$ cat config.mk
export PLATFORM = sky130hd
export DESIGN_NAME = fetch_unit
export DESIGN_NICKNAME = d
export VERILOG_FILES = /design/src/rtl/fetch_unit.sv
export SDC_FILE = /design/constraint.sdc
export NUM_CORES = 1
export LEC_CHECK = 0
export ABC_CLOCK_PERIOD_IN_PS = 10700
export BUFFER_PORTS_ARGS = -buffer_cell sky130_fd_sc_hd__buf_2
export CORE_UTILIZATION = 53
export DETAILED_ROUTE_END_ITERATION = 7
export PLACE_DENSITY = 0.77
export SYNTH_ARGS = -nofsm -noshare
export SYNTH_HDL_FRONTEND = slang
export SYNTH_SLANG_ARGS = --single-unit
export TNS_END_PERCENT = 30
$ cat constraint.sdc
create_clock -name clk -period 10.7 [get_ports clk]
set_input_delay 2.14 -clock clk [delete_from_list [all_inputs] [get_ports clk]]
set_output_delay 2.14 -clock clk [all_outputs]
set_load 0.05 [all_outputs]
$ cat src/rtl/fetch_unit.sv
// Instruction-fetch front end: owns the PC, issues reads to a synchronous imem,
// buffers returned words with their PCs and hands them to decode over valid/ready.
module fetch_unit #(
    parameter logic [31:0] RESET_PC = 32'h0000_0000,
    parameter int          DEPTH    = 4
) (
    input  logic        clk,
    input  logic        rst,
    input  logic        i_redirect,
    input  logic [31:0] i_redirect_pc,
    output logic [31:0] o_imem_addr,
    output logic        o_imem_stop,
    input  logic [31:0] i_imem_data,
    output logic        o_inst_valid,
    output logic [31:0] o_inst,
    output logic [31:0] o_inst_pc,
    input  logic        i_inst_ready
);

    localparam int PW = $clog2(DEPTH);
    localparam int CW = PW + 1;
    localparam logic [CW-1:0] DEPTH_C = CW'(DEPTH);

    logic [31:0]   pc_q, pc_d;
    logic          rsp_valid_q, rsp_valid_d;
    logic [31:0]   rsp_pc_q, rsp_pc_d;
    logic [CW-1:0] count_q, count_d;
    logic [PW-1:0] rd_ptr_q, rd_ptr_d;
    logic [PW-1:0] wr_ptr_q, wr_ptr_d;
    logic [31:0]   buf_inst_q [DEPTH];
    logic [31:0]   buf_inst_d [DEPTH];
    logic [31:0]   buf_pc_q   [DEPTH];
    logic [31:0]   buf_pc_d   [DEPTH];

    logic [CW-1:0] occupancy;
    logic          issue;
    logic          push;
    logic          pop;

    // The in-flight word counts against the buffer so a capture can never overflow.
    always_comb begin
        occupancy = count_q + {{(CW-1){1'b0}}, rsp_valid_q};
        issue     = !i_redirect && (occupancy < DEPTH_C);
        push      = rsp_valid_q && !i_redirect;
        pop       = (count_q != '0) && i_inst_ready && !i_redirect;
    end

    always_comb begin
        pc_d        = pc_q;
        rsp_valid_d = 1'b0;
        rsp_pc_d    = rsp_pc_q;
        count_d     = count_q;
        rd_ptr_d    = rd_ptr_q;
        wr_ptr_d    = wr_ptr_q;
        buf_inst_d  = buf_inst_q;
        buf_pc_d    = buf_pc_q;

        if (i_redirect) begin
            pc_d     = {i_redirect_pc[31:2], 2'b00};
            count_d  = '0;
            rd_ptr_d = '0;
            wr_ptr_d = '0;
        end else begin
            if (issue) begin
                pc_d        = pc_q + 32'd4;
                rsp_valid_d = 1'b1;
                rsp_pc_d    = pc_q;
            end
            if (push) begin
                buf_inst_d[wr_ptr_q] = i_imem_data;
                buf_pc_d[wr_ptr_q]   = rsp_pc_q;
                wr_ptr_d             = wr_ptr_q + PW'(1);
            end
            if (pop) begin
                rd_ptr_d = rd_ptr_q + PW'(1);
            end
            if (push && !pop) begin
                count_d = count_q + CW'(1);
            end else if (!push && pop) begin
                count_d = count_q - CW'(1);
            end
        end
    end

    always_ff @(posedge clk or posedge rst) begin
        if (rst) begin
            pc_q        <= RESET_PC;
            rsp_valid_q <= 1'b0;
            rsp_pc_q    <= 32'h0;
            count_q     <= '0;
            rd_ptr_q    <= '0;
            wr_ptr_q    <= '0;
            for (int i = 0; i < DEPTH; i++) begin
                buf_inst_q[i] <= 32'h0;
                buf_pc_q[i]   <= 32'h0;
            end
        end else begin
            pc_q        <= pc_d;
            rsp_valid_q <= rsp_valid_d;
            rsp_pc_q    <= rsp_pc_d;
            count_q     <= count_d;
            rd_ptr_q    <= rd_ptr_d;
            wr_ptr_q    <= wr_ptr_d;
            buf_inst_q  <= buf_inst_d;
            buf_pc_q    <= buf_pc_d;
        end
    end

    assign o_imem_addr  = pc_q;
    assign o_imem_stop  = !issue;
    assign o_inst_valid = (count_q != '0);
    assign o_inst       = buf_inst_q[rd_ptr_q];
    assign o_inst_pc    = buf_pc_q[rd_ptr_q];

endmodule

* Word-level counts from Yosys, hierarchy flattened
Cells that the tools add are included. W data, S select, Z words.
Storage, ports and cells: flip-flop bits (word level) 328, bits in latches 0, RAM bits 0, ROM bits 0, bits of input ports 68, output and inout port bits 98, word-level logic and storage cells 66, memories kept 0
Cells by class: add/sub/neg operators 6, $mul 0, divide/modulo/power cells 0, $lt $le $gt $ge 4, equal/unequal tests 0, shift-type cells 0, multiplexer cells 21, bitwise operators 3, reductions and logical operators 18
Operator list (count):
- $bwmux W128 | 2
- $mux W32 | 7
- $bmux W32 S2 | 2
- $demux W32 S2 | 1
- $add A32 B3 Y32 const B | 1
- $mux W3 | 3
- $mux W2 | 4
- $logic_and A1 B1 Y1 | 7
- $ge A3 B3 Y1 const B | 2
- $not A2 Y3 | 2
- $reduce_bool A2 Y1 | 3
- $reduce_bool A3 Y1 | 2
- $add A2 B1 Y2 const B | 2
- $logic_not A1 Y1 | 4
- $reduce_and A2 Y1 | 2
- $add A3 B1 Y3 | 1
- $add A3 B1 Y3 const B | 1
- $lt A3 B1 Y1 const B | 1
- $lt A3 B3 Y1 const B | 1
- $sub A3 B1 Y3 const B | 1
- $mux W1 | 2
- $not A1 Y1 | 1

* Depth between registers and ports, before layout
Gate-level depths: netlist of the first run.
word-level depth 7, mapped depth 9, mapped depth without buffers 7

* Worst setup path before layout of the first run
Ideal clock, no wire load.
path kind input to output, start point input port i_redirect, end point output port o_imem_stop, data arrival time 2.945 ns, setup slack 5.615 ns, cell stages on the path 5, path buffers 2, cells stage by stage inv_1 -> and2_1 -> buf_2 -> buf_4 -> inv_1
Between the ends: word-level cells in the longest chain between the ends 3
Ends and longest elaborated chain:
- start, declared | RTL line 9 | input logic i_redirect,
- $logic_not A1 Y1 | RTL line 43 | issue = !i_redirect && (occupancy < DEPTH_C);
- $logic_and A1 B1 Y1 | RTL line 43
- $logic_not A1 Y1 | RTL line 110 | assign o_imem_stop = !issue;
- end, declared | RTL line 12 | output logic o_imem_stop,
No other way between the ends.

* Final worst setup path of the first run
Ends and elaborated chain as after synthesis.

==> results of run 1 <==
==> sequential cells by signal, indices dropped and copies added, names as in the netlist <==
register / cells
rsp_valid_q: 1
rd_ptr_q: 2
rsp_pc_q: 30
buf_inst_q: 128
buf_pc_q: 120
o_imem_addr: 30
count_q: 3
wr_ptr_q: 2
==> critical path, delay by kind of cell <==
family | cells | cell delay [ns]
AND/OR/NAND/NOR | 1 | 0.30
buffers and inverters | 5 | 1.25
==> worst max path at each step <==
stage / startpoint / to / slack, ns / depth (start not counted)
2_1_floorplan: rst / buf_inst_q[0] / 4.35 / 1
3_3_place_gp: i_redirect / o_imem_stop / 4.87 / 6
3_5_place_dp: i_redirect / o_imem_stop / 4.85 / 6
4_1_cts: i_redirect / o_imem_stop / 4.86 / 6
5_1_grt: i_redirect / o_imem_stop / 4.76 / 6
6_report: i_redirect / o_imem_stop / 4.85 / 6
==> synth_stat cells, types with 2 or more instances <==
library cell,instances
buf_1,6
nand2_1,35
nor2b_1,2
buf_4,7
nor2_1,13
mux4_2,62
nand3b_1,2
a31oi_1,4
clkbuf_1,8
mux2i_1,2
xnor2_1,12
mux2_1,28
and3_1,3
dfrtp_1,316
mux2_2,256
nor3_1,3
buf_2,36
o21ai_1,16
xor2_1,20
nand4_1,17
and2_1,3
and4_1,3
nand3_1,13
o21ai_0,9
inv_1,9
or3_1,5
ha_1,5
==> metrics by stage <==
step | cells | instance area (um^2)
2_1_floorplan | 908 | 13900
3_3_place_gp | 1352 | 15000
3_5_place_dp | 1352 | 15000
4_1_cts | 1413 | 16200
5_1_grt | 1413 | 16200
6_report | 1413 | 16200
==> layer usage <==
layer | GRT usage | vias up | routed length (um)
met5 | 0 | - | 0
met4 | 0.0551 | 0 | 420
met3 | 0.0356 | 31 | 1380
met2 | 0.361 | 203 | 13600
met1 | 0.307 | 4220 | 12700
li1 | - | 3641 | -
==> layout make-up <==
class,instances,area (um^2)
flip-flops and latches,316,7920
clock inverters,9,103
repair buffers,171,886
fillers,1874,9290
well taps,330,413
multi-input cells,526,5730
inverters,9,37.5
clock buffers,52,1100
==> logic make-up after synthesis <==
kind of cell / Yosys count / share of synthesized area
mux: 349 / 0.332
flops: 316 / 0.568
simple gates: 104 / 0.0392
buf+inv: 66 / 0.0229
xor+xnor: 32 / 0.0201
compound gates: 31 / 0.0119
fa+ha+maj: 6 / 0.00593
other cells: 1 / 0.000269
==> power by group <==
group | total (W) | switching (W) | internal, W
clock network | 0.00122 | 0.000461 | 0.000759
registers | 0.00204 | 0.000347 | 0.00170
logic | 0.00204 | 0.00119 | 0.000850
total | 0.00530 | 0.00200 | 0.00331
==> results.json, run 1 <==
{
  "p_total_w": 0.00530,
  "syn_area_um2": 13900,
  "viasPerCell": 5.73,
  "drt_iter0_drc": 469,
  "worstPathCellList": "buf_2, buf_4, inv_1, and2_1, inv_1, buf_2",
  "yosys-top-cells-area": "dfrtp_1, mux2_2, mux4_2",
  "netlist.area_leader.share": 0.568,
  "cts_max_path_buffers": 3,
  "p_per_area_nw_per_um2": 328,
  "drc": 0,
  "synth_top_area_cell": "dfrtp_1",
  "synth_cells": 905,
  "gp_congestion": 0.780,
  "cap_viol_max_count": 0,
  "cts_root_buffer": "clkbuf_16",
  "pre_cts_ws_ns": 4.85,
  "final_nets": 1132,
  "skew_ns": 0.0198,
  "slowest_delay_ns": 0.44,
  "worst_slack_ns": 4.85,
  "routed_wl_um": 28100,
  "post_cts_buffers": 0,
  "cts_inserted_buffers": 34,
  "worstPathArrival_ns": 3.71,
  "portBuffers": 159,
  "routedWlPerCell_um": 19.9,
  "grt_setup_unrepaired": "false",
  "worstPathMaxFanout": 50,
  "grt_max_degree": 77,
  "grt-ovfl-total": 0,
  "antenna_left": 0,
  "hold_start": "buf_inst_q[32]",
  "syn2layout_area_growth_pct": 16.2,
  "ff2ff_setup_slack_ns": 8.07,
  "min_to": "buf_inst_q[32]",
  "startpoint_type": "input pin",
  "grt_usage": 0.220,
  "max_clock_freq_mhz": 171,
  "relSlewSlack": 0.280,
  "yosysUniqueCellTypes": 37,
  "cts-hold-fix-buffers": 0,
  "hold-path-cell-count": 1,
  "reg2reg_to": "buf_pc_q[58]",
  "fp.dieW_um": 164,
  "final_common_cell": "dfrtp_1",
  "syn_avg_cell_area_um2": 15.4,
  "dieArea_um2": 26900,
  "n_antenna_cell": 0,
  "min_period_over_period": 0.546,
  "min_period_ns": 5.85,
  "cts.sinks": 316,
  "mostFrequentLayoutCells": "dfrtp_1, mux2_2, buf_2, mux4_2, clkbuf_16",
  "grt_pass1_vias": 8492,
  "clkLatencyLatePin_ns": 0.50,
  "tightest_slew_ns": 1.08,
  "drive_gt1_frac": 0.515,
  "leakage_nw": 7.38,
  "cts_resized": 0,
  "tns_ns": 0,
  "hp-class": "reg2reg",
  "grt_antenna_before_repair": 0,
  "drt_first_pass_iters": 4,
  "seq_area_frac_synth": 0.568,
  "fin_util": 0.635,
  "core_um2": 25500,
  "r2r_cells": 4,
  "synthFlopType": "dfrtp_1",
  "critPathKind": "in2out",
  "slew_viol_final": 0,
  "rows": 58,
  "vias": 8095,
  "tritoncts": "done",
  "worstPathRequired_ns": 8.56,
  "async_reset_ff_frac": 1.00,
  "endpoint_kind": "primary output",
  "peakVddDrop_mv": 0.223,
  "setup_viol": 0,
  "status": "finished clean",
  "hold-worst-slack_ns": 0.500,
  "hold_viol": 0,
  "start_util": 0.547,
  "synth_seq_cells": 316,
  "cts_htree_levels": 2,
  "io-pin-count": 166,
  "crit_slowest_cell": "inv_1",
  "path_clk_slew_ns": 0.06,
  "yosysWarnings": 0,
  "grt_pass1_wl_um": 45900,
  "reg2reg_from": "rsp_valid_q",
  "synth_edf_count": 0,
  "dp_hpwl_um": 17100,
  "die_y_um": 164
}
Note: power is estimated with default switching activity, not from simulation.
==> inputs of run 2 (changes only) <==
- ABC_CLOCK_PERIOD_IN_PS: 10700 -> 5100
- clock period: 10.7 -> 5.1 ns (I/O delays scaled with it)
==> run 2 against run 1 <==
Against the previous run: die area unchanged; clock power increased by 100%; register-to-register slack got worse by 5.4 ns; final cell count shrank 0.21%; first-iteration DRC count is 8.3% higher; worst setup slack worse by 3.3 ns; clock-buffer cell count fell by 3; global-route usage is 0.35 points higher; sequential cell count is the same; routed wire length is 1.2% higher.
==> results.json, run 2 (synthesis gave the netlist of run 1 again) <==
{
  "portBuffers": 159,
  "dieArea_um2": 26900,
  "viasPerCell": 5.80,
  "p_per_area_nw_per_um2": 683,
  "grt_setup_unrepaired": "false",
  "syn2layout_area_growth_pct": 16.3,
  "start_util": 0.547,
  "drt_first_pass_iters": 4,
  "cts.sinks": 316,
  "grt_usage": 0.223,
  "routedWlPerCell_um": 20.1,
  "critPathKind": "reg2out",
  "dp_cells": 1352,
  "core_um2": 25500,
  "top_usage_layer": "met2",
  "cap_viol_max_count": 0,
  "worstPathMaxFanout": 63,
  "min_period_over_period": 0.694,
  "die_y_um": 164,
  "cp_num_buf_inv": 1,
  "post_cts_buffers": 0,
  "stdcell_area_um2": 16200,
  "skew_ns": 0.0103,
  "cts-hold-fix-buffers": 0,
  "grt_util_met3": 0.0376,
  "grt_pass1_wl_um": 46500,
  "drc": 0,
  "antenna_left": 0,
  "mostFrequentLayoutCells": "dfrtp_1, mux2_2, buf_2, mux4_2, clkbuf_16",
  "slowest_delay_ns": 1.16,
  "pre_cts_ws_ns": 1.63,
  "hold_viol": 0,
  "worstPathRequired_ns": 4.08,
  "top_register": "buf_inst_q",
  "placed_area_um2": 15100,
  "peakVddDrop_mv": 0.430,
  "routed_wl_um": 28400,
  "grt_antenna_before_repair": 0,
  "cts_root_buffer": "clkbuf_16",
  "tightest_slew_ns": 1.09,
  "gp_congestion": 0.764,
  "slew_viol_final": 0,
  "grt_pass1_vias": 8602,
  "worst_slack_ns": 1.56,
  "crit_slowest_cell": "dfrtp_4",
  "cp_top_family": "flip-flops",
  "io-pin-count": 166,
  "hold-worst-slack_ns": 0.499,
  "min_period_ns": 3.54,
  "n_antenna_cell": 0,
  "final_cells": 1410,
  "vias": 8177,
  "startpoint_type": "register",
  "hp-class": "reg2reg",
  "worstPathArrival_ns": 2.52,
  "endpoint_kind": "primary output",
  "use_met1": 0.304,
  "clkLatencyLatePin_ns": 0.50,
  "leakage_nw": 7.37,
  "max_clock_freq_mhz": 283,
  "path_clk_slew_ns": 0.06,
  "final_nets": 1132,
  "relSlewSlack": 0.276,
  "grt-ovfl-total": 0,
  "status": "finished clean",
  "worstPathCellList": "mux4_2, buf_2",
  "cts_htree_levels": 2,
  "final_common_cell": "dfrtp_1",
  "cts_inserted_buffers": 34,
  "drt_iter0_drc": 508,
  "p_total_w": 0.0111,
  "dp_hpwl_um": 17700,
  "largest_register_ffs": 128,
  "grt_max_degree": 139,
  "tritoncts": "done",
  "setup_viol": 0,
  "fp.dieW_um": 164,
  "grt_util_met2": 0.369,
  "rows": 58,
  "drive_gt1_frac": 0.509,
  "cts_max_path_buffers": 3,
  "largestRegisters": "buf_inst_q: 128 flops, buf_pc_q: 120 flops",
  "cts_resized": 0
}
==> run 2: stage by stage <==
step                utilization  TNS (ns)
floorplan                     -    -41.35
detailed placement        0.592         0
global route              0.636         0
global placement          0.592         0
CTS                       0.636         0
finish                    0.636         0
==> run 2: routing by layer <==
layer	vias to the layer above	routed length [um]
met1	4300	12400
met4	0	561
li1	3628	-
met2	204	14000
met5	-	0
met3	45	1420
==> run 2: area by class of cell <==
class | count | area, um^2
repair buffers | 171 | 973
multi-input cells | 526 | 5730
clock buffers | 49 | 1010
clock inverters | 9 | 120
flip-flops and latches | 316 | 7920
fillers | 1871 | 9270
well taps | 330 | 413
inverters | 9 | 37.5
==> run 2: final timing paths <==
| check | from | to | depth (start not counted) | slack, ns |
|---|---|---|---|---|
| worst max register to register | rsp_valid_q | buf_pc_q[124] | 4 | 2.64 |
| min in group asynchronous | rst | buf_inst_q[103] | 2 | 0.67 |
| worst min register to register | buf_inst_q[62] | buf_inst_q[62] | 1 | 0.50 |
| worst min-delay path | buf_inst_q[62] | buf_inst_q[62] | 1 | 0.50 |
| max in group asynchronous | rst | buf_inst_q[81] | 3 | 3.22 |
| worst max-delay path | rd_ptr_q[1] | o_inst_pc[7] | 2 | 1.56 |
==> run 2: where the power goes <==
part	switching [W]	total (W)	internal (W)	leakage (nW)
registers	0.000722	0.00428	0.00356	3.95
clock network	0.000941	0.00247	0.00153	0.560
logic	0.00252	0.00432	0.00180	2.86
==> inputs of run 3 (changes only) <==
- ABC_CLOCK_PERIOD_IN_PS: 5100 -> 3600
- CORE_UTILIZATION: 53 -> 58
- PLACE_DENSITY: 0.77 -> 0.79
- clock period: 5.1 -> 3.6 ns (I/O delays scaled with it)
==> run 3 against run 2 <==
Against the previous run: critical path depth increased by 1; critical path type unchanged; combinational power increased by 43%; clock-buffer cell count increased by 4; critical endpoint is now o_inst_pc[26].
==> results.json, run 3 (synthesis gave the netlist of run 1 again) <==
{
  "skew_ns": 0.0142,
  "cap_viol_max_count": 0,
  "cts_max_path_buffers": 3,
  "io-pin-count": 166,
  "tightest_slew_ns": 0.817,
  "critPathKind": "reg2out",
  "setup_viol": 0,
  "path_clk_slew_ns": 0.06,
  "grt_usage": 0.245,
  "dp_hpwl_um": 17800,
  "largest_register_ffs": 128,
  "hold-worst-slack_ns": 0.255,
  "worstPathArrival_ns": 2.31,
  "tritoncts": "done",
  "crit_slowest_cell": "dfrtp_4",
  "syn2layout_area_growth_pct": 17.1,
  "status": "finished clean",
  "worstPathMaxFanout": 25,
  "die_y_um": 157,
  "drt_first_pass_iters": 4,
  "vias": 8148,
  "hp-class": "in2async",
  "n_antenna_cell": 0,
  "slowest_delay_ns": 0.73,
  "max_clock_freq_mhz": 330,
  "comb_power_share": 0.392,
  "leakage_nw": 7.44,
  "grt_pass1_wl_um": 46400,
  "peakVddDrop_mv": 0.646,
  "relSlewSlack": 0.445,
  "p_int_w": 0.00981,
  "critPathLaunch": "rd_ptr_q[0]",
  "power_switching_w": 0.00596,
  "fin_util": 0.693,
  "mostFrequentLayoutCells": "dfrtp_1, mux2_2, buf_2, mux4_2, clkbuf_16",
  "final_nets": 1143,
  "endpoint_kind": "primary output",
  "drc": 0,
  "seqPwrFrac": 0.383,
  "hold_viol": 0,
  "routedWlPerCell_um": 20.0,
  "tns_ns": 0,
  "fillers": 1628,
  "clkPwrFrac": 0.225,
  "cts_resized": 0,
  "cts_root_buffer": "clkbuf_16",
  "startpoint_type": "register",
  "min_period_over_period": 0.843,
  "core_um2": 23500,
  "cts_htree_levels": 2,
  "drive_gt1_frac": 0.516,
  "post_cts_buffers": 0,
  "slew_viol_final": 0,
  "stdcell_area_um2": 16300,
  "drt_iter0_drc": 453,
  "fp.dieW_um": 157,
  "placed_area_um2": 15200,
  "cts-hold-fix-buffers": 0,
  "routed_wl_um": 28300,
  "antenna_left": 0,
  "grt_antenna_before_repair": 0,
  "ff2ff_setup_slack_ns": 1.27,
  "rows": 56,
  "switching_share": 0.378,
  "multi_input_area_um2": 5730,
  "clkLatencyLatePin_ns": 0.50,
  "cts.sinks": 316,
  "p_per_area_nw_per_um2": 967,
  "grt_pass1_vias": 8518,
  "final_common_cell": "dfrtp_1",
  "start_util": 0.592,
  "reg2reg_from": "o_imem_addr[3]",
  "largestRegisters": "buf_inst_q: 128 flops, buf_pc_q: 120 flops",
  "top_register": "buf_inst_q",
  "grt_setup_unrepaired": "false",
  "worstPathCellList": "buf_12, mux4_2, buf_2",
  "portBuffers": 159,
  "grt-ovfl-total": 0,
  "grt_max_degree": 93,
  "cts_inserted_buffers": 34,
  "min_period_ns": 3.03,
  "dieArea_um2": 24600,
  "gp_congestion": 0.830,
  "worstPathRequired_ns": 2.88,
  "viasPerCell": 5.76,
  "register_area_um2": 7910
}
[run 3: routing by layer]
| metal | share of wire | global-route usage | wire (um) |
|---|---|---|---|
| met5 | 0 | 0 | 0 |
| met1 | 0.46 | 0.352 | 13000 |
| met4 | 0.016 | 0.0654 | 460 |
| met3 | 0.060 | 0.0482 | 1690 |
| met2 | 0.47 | 0.383 | 13200 |
[run 3: stage by stage]
stage	worst slack [ns]	total power [W]	cells
2_1_floorplan	-1.33	0.0109	908
3_3_place_gp	1.01	0.0121	1352
3_5_place_dp	1.01	0.0123	1352
4_1_cts	0.512	0.0159	1414
5_1_grt	0.441	0.0166	1414
6_report	0.566	0.0158	1414
[run 3: critical path, delay by kind of cell, from the launching register on]
kind | cells | cell delay, ns
flip-flops | 1 | 0.73
buffers and inverters | 2 | 0.52
multiplexers | 1 | 0.55
[run 3: cell type report]
cell class              count  share of cell area
repair buffers            182              0.0662
multi-input cells         526               0.351
well taps                 319              0.0245
clock buffers              53              0.0653
flip-flops and latches    316               0.485
clock inverters             9             0.00583
inverters                   9             0.00230
[run 3: path summary, 6_finish.rpt]
path	to	cells after the start
worst max-delay path	o_inst_pc[26]	3
worst min-delay path	buf_inst_q[87]	2
worst max register to register	o_imem_addr[28]	6
worst min register to register	buf_pc_q[25]	1
max in group asynchronous	buf_pc_q[4]	3
min in group clk	o_imem_addr[3]	3
[run 3: power groups by stage]
stage	clock, W	sequential (W)	combinational (W)
6_report	0.00355	0.00604	0.00618
5_1_grt	0.00376	0.00626	0.00657
4_1_cts	0.00361	0.00605	0.00625
3_5_place_dp	0	0.00609	0.00623
3_3_place_gp	0	0.00600	0.00612
2_1_floorplan	0	0.00581	0.00505
